--- src/rtl/ahblite_dma_master_if.sv ---
// rtl/ahblite_dma_master_if.sv - AHB-Lite master-side bus bundle for the DMA copy engine.
interface ahblite_dma_master_if;
   logic [31:0] HADDR;
   logic [1:0]  HTRANS;
   logic [2:0]  HSIZE;
   logic [2:0]  HBURST;
   logic [3:0]  HPROT;
   logic        HMASTLOCK;
   logic        HWRITE;
   logic [31:0] HWDATA;
   logic [31:0] HRDATA;
   logic        HREADY;
   logic        HRESP;

   modport master (
      output HADDR, HTRANS, HSIZE, HBURST, HPROT, HMASTLOCK, HWRITE, HWDATA,
      input  HRDATA, HREADY, HRESP
   );

   modport slave (
      input  HADDR, HTRANS, HSIZE, HBURST, HPROT, HMASTLOCK, HWRITE, HWDATA,
      output HRDATA, HREADY, HRESP
   );
endinterface

--- src/rtl/ahblite_dma_master.sv ---
// rtl/ahblite_dma_master.sv - AHB-Lite DMA engine copying words with single NONSEQ transfers.
// Optional fixed-source (FIFO drain) mode is compiled in by defining DMA_SRC_FIXED_EN.
module ahblite_dma_master #(
   parameter int         LEN_W     = 16,
   parameter logic [3:0] HPROT_VAL = 4'b0011
) (
   input  logic             HCLK,
   input  logic             HRESET,
   input  logic             start,
   input  logic [31:0]      src_addr,
   input  logic [31:0]      dst_addr,
   input  logic [LEN_W-1:0] length,
`ifdef DMA_SRC_FIXED_EN
   input  logic             src_fixed,
`endif
   output logic             busy,
   output logic             done,
   output logic             err,
   output logic             irq,
   input  logic             irq_clr,
   ahblite_dma_master_if.master bus
);

   localparam logic [1:0] HTRANS_IDLE   = 2'b00;
   localparam logic [1:0] HTRANS_NONSEQ = 2'b10;

   typedef enum logic [2:0] {
      ST_IDLE,
      ST_RD_A,
      ST_RD_D,
      ST_WR_A,
      ST_WR_D
   } state_t;

   state_t           state_q, state_d;
   logic [31:0]      src_q, src_d;
   logic [31:0]      dst_q, dst_d;
   logic [LEN_W-1:0] cnt_q, cnt_d;
   logic [31:0]      data_q, data_d;
   logic             done_q, done_d;
   logic             err_q, err_d;
   logic             irq_q, irq_d;
   logic [31:0]      src_step;
   logic [1:0]       htrans;
   logic [31:0]      haddr;
   logic             hwrite;

   logic unused_addr_lsbs;
   assign unused_addr_lsbs = ^{src_addr[1:0], dst_addr[1:0]};

`ifdef DMA_SRC_FIXED_EN
   logic fixed_q, fixed_d;

   always_ff @(posedge HCLK or posedge HRESET) begin
      if (HRESET) begin
         fixed_q <= 1'b0;
      end else begin
         fixed_q <= fixed_d;
      end
   end

   assign fixed_d  = (state_q == ST_IDLE && start && length != '0) ? src_fixed : fixed_q;
   assign src_step = fixed_q ? 32'd0 : 32'd4;
`else
   assign src_step = 32'd4;
`endif

   always_ff @(posedge HCLK or posedge HRESET) begin
      if (HRESET) begin
         state_q <= ST_IDLE;
         src_q   <= '0;
         dst_q   <= '0;
         cnt_q   <= '0;
         data_q  <= '0;
         done_q  <= 1'b0;
         err_q   <= 1'b0;
         irq_q   <= 1'b0;
      end else begin
         state_q <= state_d;
         src_q   <= src_d;
         dst_q   <= dst_d;
         cnt_q   <= cnt_d;
         data_q  <= data_d;
         done_q  <= done_d;
         err_q   <= err_d;
         irq_q   <= irq_d;
      end
   end

   always_comb begin
      state_d = state_q;
      src_d   = src_q;
      dst_d   = dst_q;
      cnt_d   = cnt_q;
      data_d  = data_q;
      done_d  = 1'b0;
      err_d   = 1'b0;
      htrans  = HTRANS_IDLE;
      haddr   = 32'd0;
      hwrite  = 1'b0;

      case (state_q)
         ST_IDLE: begin
            if (start) begin
               if (length != '0) begin
                  src_d   = {src_addr[31:2], 2'b00};
                  dst_d   = {dst_addr[31:2], 2'b00};
                  cnt_d   = length;
                  state_d = ST_RD_A;
               end else begin
                  done_d = 1'b1;
               end
            end
         end
         ST_RD_A: begin
            htrans = HTRANS_NONSEQ;
            haddr  = src_q;
            if (bus.HREADY) begin
               state_d = ST_RD_D;
            end
         end
         ST_RD_D: begin
            // An error response is only acted on in its second (HREADY=1) cycle.
            if (bus.HREADY) begin
               if (bus.HRESP) begin
                  err_d   = 1'b1;
                  state_d = ST_IDLE;
               end else begin
                  data_d  = bus.HRDATA;
                  state_d = ST_WR_A;
               end
            end
         end
         ST_WR_A: begin
            htrans = HTRANS_NONSEQ;
            haddr  = dst_q;
            hwrite = 1'b1;
            if (bus.HREADY) begin
               state_d = ST_WR_D;
            end
         end
         ST_WR_D: begin
            if (bus.HREADY) begin
               if (bus.HRESP) begin
                  err_d   = 1'b1;
                  state_d = ST_IDLE;
               end else begin
                  src_d = src_q + src_step;
                  dst_d = dst_q + 32'd4;
                  cnt_d = cnt_q - LEN_W'(1);
                  if (cnt_q == LEN_W'(1)) begin
                     done_d  = 1'b1;
                     state_d = ST_IDLE;
                  end else begin
                     state_d = ST_RD_A;
                  end
               end
            end
         end
         default: begin
            state_d = ST_IDLE;
         end
      endcase

      // Completion sets irq even when software clears it in the same cycle.
      if (done_d || err_d) begin
         irq_d = 1'b1;
      end else if (irq_clr) begin
         irq_d = 1'b0;
      end else begin
         irq_d = irq_q;
      end
   end

   assign busy = (state_q != ST_IDLE);
   assign done = done_q;
   assign err  = err_q;
   assign irq  = irq_q;

   assign bus.HTRANS    = htrans;
   assign bus.HADDR     = haddr;
   assign bus.HWRITE    = hwrite;
   assign bus.HWDATA    = data_q;
   assign bus.HSIZE     = 3'b010;
   assign bus.HBURST    = 3'b000;
   assign bus.HPROT     = HPROT_VAL;
   assign bus.HMASTLOCK = 1'b0;

endmodule
--- src/flat_wrapper.sv ---
// flat-port wrapper written by rule: the top's interface ports become plain ports
module ahblite_dma_master_flat 
#(
   parameter int         LEN_W     = 16,
   parameter logic [3:0] HPROT_VAL = 4'b0011
)
  (HCLK, HRESET, start, src_addr, dst_addr, length, busy, done, err, irq, irq_clr, bus_HADDR, bus_HTRANS, bus_HSIZE, bus_HBURST, bus_HPROT, bus_HMASTLOCK, bus_HWRITE, bus_HWDATA, bus_HRDATA, bus_HREADY, bus_HRESP);
  ahblite_dma_master_if bus_i ();
  input  logic HCLK;
  input  logic HRESET;
  input  logic start;
  input  logic [31:0] src_addr;
  input  logic [31:0] dst_addr;
  input  logic [LEN_W-1:0] length;
  output logic busy;
  output logic done;
  output logic err;
  output logic irq;
  input  logic irq_clr;
  output wire logic [$bits(bus_i.HADDR)-1:0] bus_HADDR;
  output wire logic [$bits(bus_i.HTRANS)-1:0] bus_HTRANS;
  output wire logic [$bits(bus_i.HSIZE)-1:0] bus_HSIZE;
  output wire logic [$bits(bus_i.HBURST)-1:0] bus_HBURST;
  output wire logic [$bits(bus_i.HPROT)-1:0] bus_HPROT;
  output wire logic [$bits(bus_i.HMASTLOCK)-1:0] bus_HMASTLOCK;
  output wire logic [$bits(bus_i.HWRITE)-1:0] bus_HWRITE;
  output wire logic [$bits(bus_i.HWDATA)-1:0] bus_HWDATA;
  input wire logic [$bits(bus_i.HRDATA)-1:0] bus_HRDATA;
  input wire logic [$bits(bus_i.HREADY)-1:0] bus_HREADY;
  input wire logic [$bits(bus_i.HRESP)-1:0] bus_HRESP;
  assign bus_HADDR = bus_i.HADDR;
  assign bus_HTRANS = bus_i.HTRANS;
  assign bus_HSIZE = bus_i.HSIZE;
  assign bus_HBURST = bus_i.HBURST;
  assign bus_HPROT = bus_i.HPROT;
  assign bus_HMASTLOCK = bus_i.HMASTLOCK;
  assign bus_HWRITE = bus_i.HWRITE;
  assign bus_HWDATA = bus_i.HWDATA;
  assign bus_i.HRDATA = bus_HRDATA;
  assign bus_i.HREADY = bus_HREADY;
  assign bus_i.HRESP = bus_HRESP;
  ahblite_dma_master #(.LEN_W(LEN_W), .HPROT_VAL(HPROT_VAL)) u_core (.HCLK(HCLK), .HRESET(HRESET), .start(start), .src_addr(src_addr), .dst_addr(dst_addr), .length(length), .busy(busy), .done(done), .err(err), .irq(irq), .irq_clr(irq_clr), .bus(bus_i));
endmodule
--- config.mk ---
export PLATFORM = sky130hd
export DESIGN_NAME = ahblite_dma_master_flat
export DESIGN_NICKNAME = d
export VERILOG_FILES = /design/src/rtl/ahblite_dma_master_if.sv /design/src/rtl/ahblite_dma_master.sv /design/src/flat_wrapper.sv
export SDC_FILE = /design/constraint.sdc
export NUM_CORES = 1
export LEC_CHECK = 0
export ABC_AREA = 1
export BUFFER_PORTS_ARGS = -buffer_cell sky130_fd_sc_hd__buf_2
export CORE_MARGIN = 1.5
export CORE_UTILIZATION = 50
export DETAILED_ROUTE_END_ITERATION = 10
export PLACE_DENSITY = 0.76
export SLEW_MARGIN = 10
export SYNTH_ARGS = -nofsm -noshare
export SYNTH_HDL_FRONTEND = slang
export SYNTH_SLANG_ARGS = --single-unit
--- constraint.sdc ---
create_clock -name HCLK -period 5.3 [get_ports HCLK]
set_input_delay 1.59 -clock HCLK [delete_from_list [all_inputs] [get_ports HCLK]]
set_output_delay 1.59 -clock HCLK [all_outputs]
set_load 0.03 [all_outputs]
* Word-level counts from Yosys, hierarchy flattened
Index checks and enable logic that the tools add are counted.
** Storage, ports and cells
- Register bits after elaboration :: 118
- Bits in latches :: 0
- Memory bits (writable) :: 0
- Bits in read-only memories :: 0
- Input bits :: 118
- Output and inout bits :: 82
- Memories :: 0
** Cells by class
- Add/sub/neg operators :: 3
- Multipliers :: 0
- Div/mod/pow operators :: 0
- Magnitude comparators :: 0
- Equality and inequality tests :: 12
- Shift operators :: 0
- Mux-type cells :: 39
- Bitwise gates (word level) :: 1
- Reduce and logical (&&, ||, !) cells :: 11
** Operator list (number)
- $mux W32 :: 8
- $pmux W32 S2 :: 3
- $add A32 B3 Y32 const B :: 2
- $mux W16 :: 4
- $pmux W16 S2 :: 1
- $mux W3 :: 7
- $eq A16 B1 Y1 const B :: 1
- $reduce_bool A16 Y1 :: 1
- $sub A16 B1 Y16 const B :: 1
- $pmux W3 S5 :: 1
- $mux W1 :: 12
- $ne A2 B2 Y1 const B :: 6
- $eq A3 B2 Y1 const B :: 2
- $reduce_and A6 Y1 :: 1
- $reduce_and A5 Y1 :: 1
- $mux W2 :: 2
- $reduce_bool A2 Y1 :: 2
- $reduce_or A2 Y1 :: 2
- $eq A3 B1 Y1 const B :: 1
- $eq A3 B3 Y1 const B :: 1
- $logic_not A3 Y1 :: 1
- $reduce_and A3 Y1 :: 1
- $reduce_bool A3 Y1 :: 1
- $ne A2 B1 Y1 const B :: 1
- other kinds (3) :: 3

* Longest topological paths before layout
Gate-level depths: netlist (run 1).
- Depth in word-level cells :: 7
- Depth in mapped cells :: 11
- Depth with buffers taken out :: 11

* Worst setup path after synthesis (run 1)
No wires, ideal clock.
- Kind :: reg2out
- From :: register u_core.state_q[1]
- To :: output port bus_HADDR[4]
- Arrival time :: 2.360 ns
- Setup slack :: 1.350 ns
- Stages on the path, launching flop included :: 6
- Path through :: dfrtp_1 > inv_1 > nor3_1 > inv_1 > clkbuf_1 > o21ai_0
** Between the ends
- Cells in the longest elaborated chain, start to end :: 2
** Ends and longest elaborated chain
- start, declared :: line ahblite_dma_master.sv:35 : state_t state_q, state_d;
- start signal, assigned :: line ahblite_dma_master.sv:79 : state_q <= state_d;
- $eq A3 B2 Y1 or $eq A3 B1 Y1 (tied branches) :: line ahblite_dma_master.sv:102 : case (state_q)
- $pmux W32 S2 * :: line ahblite_dma_master.sv:102
- end, declared :: line flat_wrapper.sv:20 : output wire logic [$bits(bus_i.HADDR)-1:0] bus_HADDR;
Every way passes the cells marked *; elsewhere a longest branch is shown, timed or not.

* Final worst setup path (run 1)
- From :: register u_core.state_q[0]
- To :: output port bus_HADDR[12]
The elaborated chain is that of the path after synthesis.

==> results of run 1 <==
-- flip-flops by register name, indices dropped and copies added (netlist names) --
register / flops
u_core.bus.HWDATA: 32
u_core.dst_q: 30
u_core.src_q: 30
u_core.cnt_q: 16
u_core.state_q: 3
u_core.done: 1
u_core.err: 1
u_core.irq: 1
-- routing by layer --
layer | routed length [um] | share of wire [%]
met2 | 10400 | 44
met5 | 10 | 0.043
met3 | 1990 | 8.5
met4 | 418 | 1.8
met1 | 10500 | 45
-- final timing paths --
check                                                       start                                end  slack [ns]  cells past startpoint
worst max-delay path                u_core.state_q[0]$_DFFE_PP0P_                      bus_HADDR[12]        1.20                      5
worst min-delay path            u_core.bus.HWDATA[24]$_DFFE_PP0P_  u_core.bus.HWDATA[24]$_DFFE_PP0P_        0.49                      1
worst max register to register      u_core.state_q[1]$_DFFE_PP0P_        u_core.cnt_q[6]$_DFFE_PP0P_        2.65                     10
worst min register to register  u_core.bus.HWDATA[24]$_DFFE_PP0P_  u_core.bus.HWDATA[24]$_DFFE_PP0P_        0.49                      1
max in group asynchronous                                  HRESET       u_core.src_q[31]$_DFFE_PP0P_        3.04                      3
min in group asynchronous                                  HRESET  u_core.bus.HWDATA[24]$_DFFE_PP0P_        1.36                      2
-- cell families (layout without fill, tap and decap cells) --
logic type | Yosys count | count (layout) | synth area share, %
flip-flops | 114 | 114 | 36.8
other | 2 | 14 | 0.0968
adder cells (fa/ha/maj) | 4 | 4 | 0.645
AND/OR/NAND/NOR | 816 | 816 | 41.8
XOR/XNOR | 1 | 1 | 0.113
multiplexers | 32 | 32 | 4.65
AO/OA/AOI/OAI | 96 | 96 | 6.71
buffers and inverters | 160 | 325 | 9.19
-- placed cells by master (no fill, tap or decap), types with 3 or more instances in the layout --
cell       count
a21oi_1        6
buf_2        181
buf_4          5
clkbuf_16     17
clkinv_4       4
conb_1        14
dfrtp_1      114
ha_1           4
inv_1        102
inv_6          3
inv_8          6
mux2_2        31
nand2_1      475
nand3_1      105
nand4_1        6
nor2_1       216
nor3_1         6
o21ai_0       54
o21ai_1        6
o22ai_1       29
-- report_power, final --
part	internal, W	total (W)	switching, W
Combinational	0.000822	0.00270	0.00188
Sequential	0.00129	0.00173	0.000437
Clock	0.000671	0.00116	0.000491
-- critical path, delay by kind of cell, from the launching register on --
family / cells / cell delay (ns)
flip-flops: 1 / 0.44
buffers and inverters: 3 / 0.87
AND/OR/NAND/NOR: 1 / 0.29
AO/OA/AOI/OAI: 1 / 0.48
-- final cells by class --
| cell class | instances | area (um2) | share of cell area (%) |
|---|---|---|---|
| Inverter | 106 | 404 | 4.35 |
| Clock inverter | 15 | 166 | 1.79 |
| Tap cell | 188 | 235 | 2.53 |
| Timing Repair Buffer | 187 | 963 | 10.4 |
| Sequential cell | 114 | 2850 | 30.7 |
| Clock buffer | 17 | 425 | 4.58 |
| Multi-Input combinational cell | 963 | 4240 | 45.7 |
-- cell usage after synthesis, types with 2 or more instances --
master,count
nand4_1,6
o22ai_1,29
o21ai_1,6
ha_1,4
nor3_1,6
buf_4,17
nand3_1,105
or2_2,2
buf_6,2
nor2_1,216
buf_2,25
dfrtp_1,114
o21ai_0,54
clkbuf_1,10
a21oi_1,6
nand2_2,2
conb_1,2
nand3b_1,2
inv_1,104
nand2_1,475
mux2_2,31
-- stage by stage --
stage	util [%]	cells	setup slack [ns]	power [W]	instance area, um2
global route	61.1	1590	1.04	0.00602	9290
detailed placement	57.2	1558	1.57	0.00440	8700
global placement	57.2	1558	1.60	0.00433	8700
floorplan	-	1237	0.694	0.00366	7800
finish	61.1	1590	1.20	0.00560	9290
CTS	61.1	1590	1.28	0.00558	9290
==> metrics.cfg, run 1 <==
[critical_path]
startpoint_type = flop
crit_path_frequent_cell = inv_1
cpPeakStageDelay_ns = 0.49
crit_path_end_kind = primary output
cp_slowest_cell = inv_1
worstPathCellList = inv_1, nor3_1, inv_1, o22ai_1, buf_2
crit_type = reg2out
crit_fanout = 29
arrival_ns = 2.51
crit_required_ns = 3.71

[synth]
async_reset_ff_share_pct = 100
synth_top_area_share_pct = 36.8
synth_top_cell_by_area = dfrtp_1
ys_warn_count = 0
yosysSeqAreaShare_pct = 36.8
avgSynthCellArea_um2 = 6.33
yosys-top-cells-area = dfrtp_1, nand2_1, nor2_1, nand3_1, inv_1
ys.flop_type = dfrtp_1
ys_ff_latch = 114
ys_types = 28
synth-edff-count = 0
netlist_area_um2 = 7760
syn_inst = 1225

[route]
ant_nets = 0
drc = 0
vias = 8281
firstDrtPassIters = 5
wl_per_cell_um = 14.6
vias_per_cell = 5.21
routed_wirelength_um = 23300
drt_iter0_drc = 722

[clock_network]
cts_setup_buffers = 0
clk_pin_slew_ns = 0.06
htreeDepth = 4
root_buffer = clkbuf_16
cts_resized = 0
insertion_delay_ns = 0.42
cts_sinks = 114
clk_path_buf_depth = 2
cts_hold_buf = 0
cts_buffers = 17
cts_tree = done

[grt]
grtUsageMet1_pct = 40.3
grt_overflow = 0
grtUsageMet3_pct = 8.08
grt_pass1_vias = 7624
grt_pass1_wl_um = 37700
grt.met2_usage_pct = 46.3
busiest_layer = met2
grtUsageTotal_pct = 29.5
grt_max_degree = 72
antenna_found_initial = 1

[placement]
gp_congestion = 0.945
port_buffers = 181
dpl.hpwl_um = 17000

[final_layout]
fillers = 1441
area_delta_synth_final_pct = 19.7
drive_above_1_share_pct = 18.6
fin_nets = 1511
diodes = 0

[timing]
setup-tns-final_ns = 0
rsz0062_at_grt = no
slew_headroom_pct = 35.7
final_max_slew_viol_count = 0
whs_ns = 0.495
fin_skew_ns = 0.00925
hold_viol_final = 0
layout_min_cycle_time_ns = 4.10
setup_viol_count_final = 0
maxClockFrequency_ghz = 0.244
tightest_slew_ns = 0.964
min_period_over_period_pct = 77.4

[floorplan]
core_um2 = 15200
rows = 45
start_util_pct = 51.0
die_h_um = 128
ioPinCount = 200
dieArea_um2 = 16300
die_w_um = 128

[power_and_ir_drop]
p_leak_nw = 4.70
power_density_nw_per_um2 = 602
vdd_drop_max_mv = 0.368

[run_status]
status = completed

[run]
drv_cap = 0

[hold_path]
hold_path.class = reg2reg

Note: power is estimated with default switching activity, not from simulation.
==> run 2, diff against run 1 <==
--- a/config.mk
+++ b/config.mk
@@ -8,9 +8,9 @@
 export ABC_AREA = 1
 export BUFFER_PORTS_ARGS = -buffer_cell sky130_fd_sc_hd__buf_2
 export CORE_MARGIN = 1.5
-export CORE_UTILIZATION = 50
+export CORE_UTILIZATION = 49
 export DETAILED_ROUTE_END_ITERATION = 10
-export PLACE_DENSITY = 0.76
+export PLACE_DENSITY = 0.78
 export SLEW_MARGIN = 10
 export SYNTH_ARGS = -nofsm -noshare
 export SYNTH_HDL_FRONTEND = slang
==> constraint.sdc (replaced) <==
create_clock -name HCLK -period 3.4 [get_ports HCLK]
set_input_delay 1.02 -clock HCLK [delete_from_list [all_inputs] [get_ports HCLK]]
set_output_delay 1.02 -clock HCLK [all_outputs]
set_load 0.03 [all_outputs]
==> metrics.cfg, run 2 (same netlist as run 1, synthesis figures left out) <==
[clock_network]
clk_path_buf_depth = 2  ; unchanged
cts_sinks = 114  ; unchanged
root_buffer = clkbuf_16
cts_hold_buf = 0  ; unchanged
insertion_delay_ns = 0.43  ; about the same
clk_pin_slew_ns = 0.06  ; about the same
cts_setup_buffers = 0  ; unchanged
cts_tree = done
cts_resized = 0  ; unchanged
cts_buffers = 17  ; unchanged
htreeDepth = 4  ; unchanged

[critical_path]
worstPathCellList = inv_1, nor3_1, inv_1, buf_4, o22ai_1, buf_2
crit_fanout = 30  ; +3.4%
cp_slowest_cell = dfrtp_1
path_delay_family = buffers and inverters
crit_path_frequent_cell = inv_1
r2r_cells = 10  ; unchanged
crit_path_end_kind = primary output
worst-path-buf-inv = 4  ; +1
crit_required_ns = 2.38  ; -1.33 ns
crit_type = reg2out
cpPeakStageDelay_ns = 0.47  ; -0.02 ns
arrival_ns = 2.17  ; -0.34 ns
path_depth = 6  ; +1
startpoint_type = flop

[placement]
pre_cts_ws_ns = 0.702  ; -0.867 ns
placed_cells = 1589  ; +2.0%
port_buffers = 181  ; unchanged
gp_congestion = 0.963  ; +1.9%
dpl_cell_area_um2 = 8810  ; +1.3%
dpl.hpwl_um = 17600  ; +3.6%

[timing]
tightest_slew_ns = 0.824  ; -0.139 ns
fin_skew_ns = 0.00739  ; -0.00186 ns
hold_viol_final = 0  ; unchanged
final_max_slew_viol_count = 0  ; unchanged
setup-tns-final_ns = 0  ; unchanged
maxClockFrequency_ghz = 0.313
min_period_over_period_pct = 93.9
layout_min_cycle_time_ns = 3.19
slew_headroom_pct = 44.9  ; +9.2 points
rsz0062_at_grt = no
setup_viol_count_final = 0  ; unchanged
final.setup.worst_slack_ns = 0.207  ; -0.991 ns

[final_layout]
fin_cells = 1622  ; +2.0%
largest_reg_flops = 32  ; unchanged
multiInputGateArea_um2 = 4240  ; unchanged
final_area_um2 = 9400  ; +1.2%
final_cell_mix = nand2_1, nor2_1, buf_2
post-route-util_pct = 61.4  ; +0.27 points
area_delta_synth_final_pct = 21.2
drive_above_1_share_pct = 19.1  ; +0.46 points
fillers = 1486  ; +3.1%
layout_commonest_cell = nand2_1
fin_nets = 1519  ; +0.53%
ff_latch_area_um2 = 2850  ; unchanged

[route]
vias_per_cell = 5.13  ; -1.5%
wl_per_cell_um = 14.5  ; -1.3%
drt_iter0_drc = 895  ; +24%
vias = 8323  ; +0.51%
ant_nets = 0  ; unchanged
routed_wirelength_um = 23400  ; +0.66%
drc = 0  ; unchanged
firstDrtPassIters = 5  ; unchanged

[floorplan]
dieArea_um2 = 16600  ; +2.0%
ioPinCount = 200  ; unchanged
die_w_um = 129  ; +0.99%
core_um2 = 15300  ; +0.74%
die_h_um = 129  ; +0.99%
rows = 45  ; unchanged
start_util_pct = 50.7  ; -0.38 points

[grt]
grt_pass1_wl_um = 37500  ; -0.56%
antenna_found_initial = 0  ; -1
grt_pass1_vias = 7497  ; -1.7%
grt_overflow = 0  ; unchanged
grt_max_degree = 84  ; +17%
grtUsageTotal_pct = 29.1  ; -0.36 points

[hold_path]
min_path_cells = 1  ; unchanged
hold_path.class = reg2reg

[power_and_ir_drop]
vdd_drop_max_mv = 0.885  ; +140%
p_leak_nw = 4.74  ; +0.85%
power_density_nw_per_um2 = 932  ; +55%

[run_status]
status = completed

[run]
drv_cap = 0  ; unchanged

run 2: cell types whose count changed in the layout (fill, tap and decap cells not counted), sizes merged:
| cell | before | now |
|---|---|---|
| buf | 187 | 195 |
| diode | 0 | 1 |
| inv | 114 | 115 |
| clkinv | 5 | 3 |
| clkinvlp | 1 | 2 |
run 2: metrics by stage:
step,power (W),hold WS (ns)
finish,0.00876,0.497
global route,0.00941,0.520
CTS,0.00875,0.499
detailed placement,0.00693,0.481
global placement,0.00682,0.473
floorplan,0.00571,0.471
run 2: path summary, 6_finish.rpt:
check | endpoint | startpoint | slack [ns]
max in group asynchronous | u_core.src_q[27]$_DFFE_PP0P_ | HRESET | 1.94
setup reg to reg | u_core.dst_q[30]$_DFFE_PP0P_ | u_core.dst_q[2]$_DFFE_PP0P_ | 1.09
hold / removal | u_core.bus.HWDATA[24]$_DFFE_PP0P_ | u_core.bus.HWDATA[24]$_DFFE_PP0P_ | 0.50
setup / recovery | bus_HADDR[13] | u_core.state_q[1]$_DFFE_PP0P_ | 0.21
hold reg to reg | u_core.bus.HWDATA[24]$_DFFE_PP0P_ | u_core.bus.HWDATA[24]$_DFFE_PP0P_ | 0.50
min in group asynchronous | u_core.bus.HWDATA[20]$_DFFE_PP0P_ | HRESET | 0.75
run 2: metal layers:
layer,vias up,GRT usage [%],routed length [um]
li1,4179,-,-
met5,-,0,0
met3,18,6.94,2130
met2,377,46.0,10600
met1,3749,40.5,10400
met4,0,6.94,255
run 2: layout make-up:
| cell class | instances | area share [%] |
|---|---|---|
| well taps | 211 | 2.81 |
| repair buffers | 195 | 11.2 |
| clock inverters | 15 | 1.69 |
| multi-input cells | 963 | 45.1 |
| inverters | 106 | 4.31 |
| diodes | 1 | 0.0266 |
| flip-flops and latches | 114 | 30.4 |
| clock buffers | 17 | 4.53 |
run 2: where the power goes:
part	switching, W	total, W	leakage, nW	internal, W
clock network	0.000755	0.00179	0.286	0.00104
logic	0.00296	0.00428	3.04	0.00132
registers	0.000669	0.00269	1.41	0.00202
total	0.00438	0.00876	4.74	0.00438
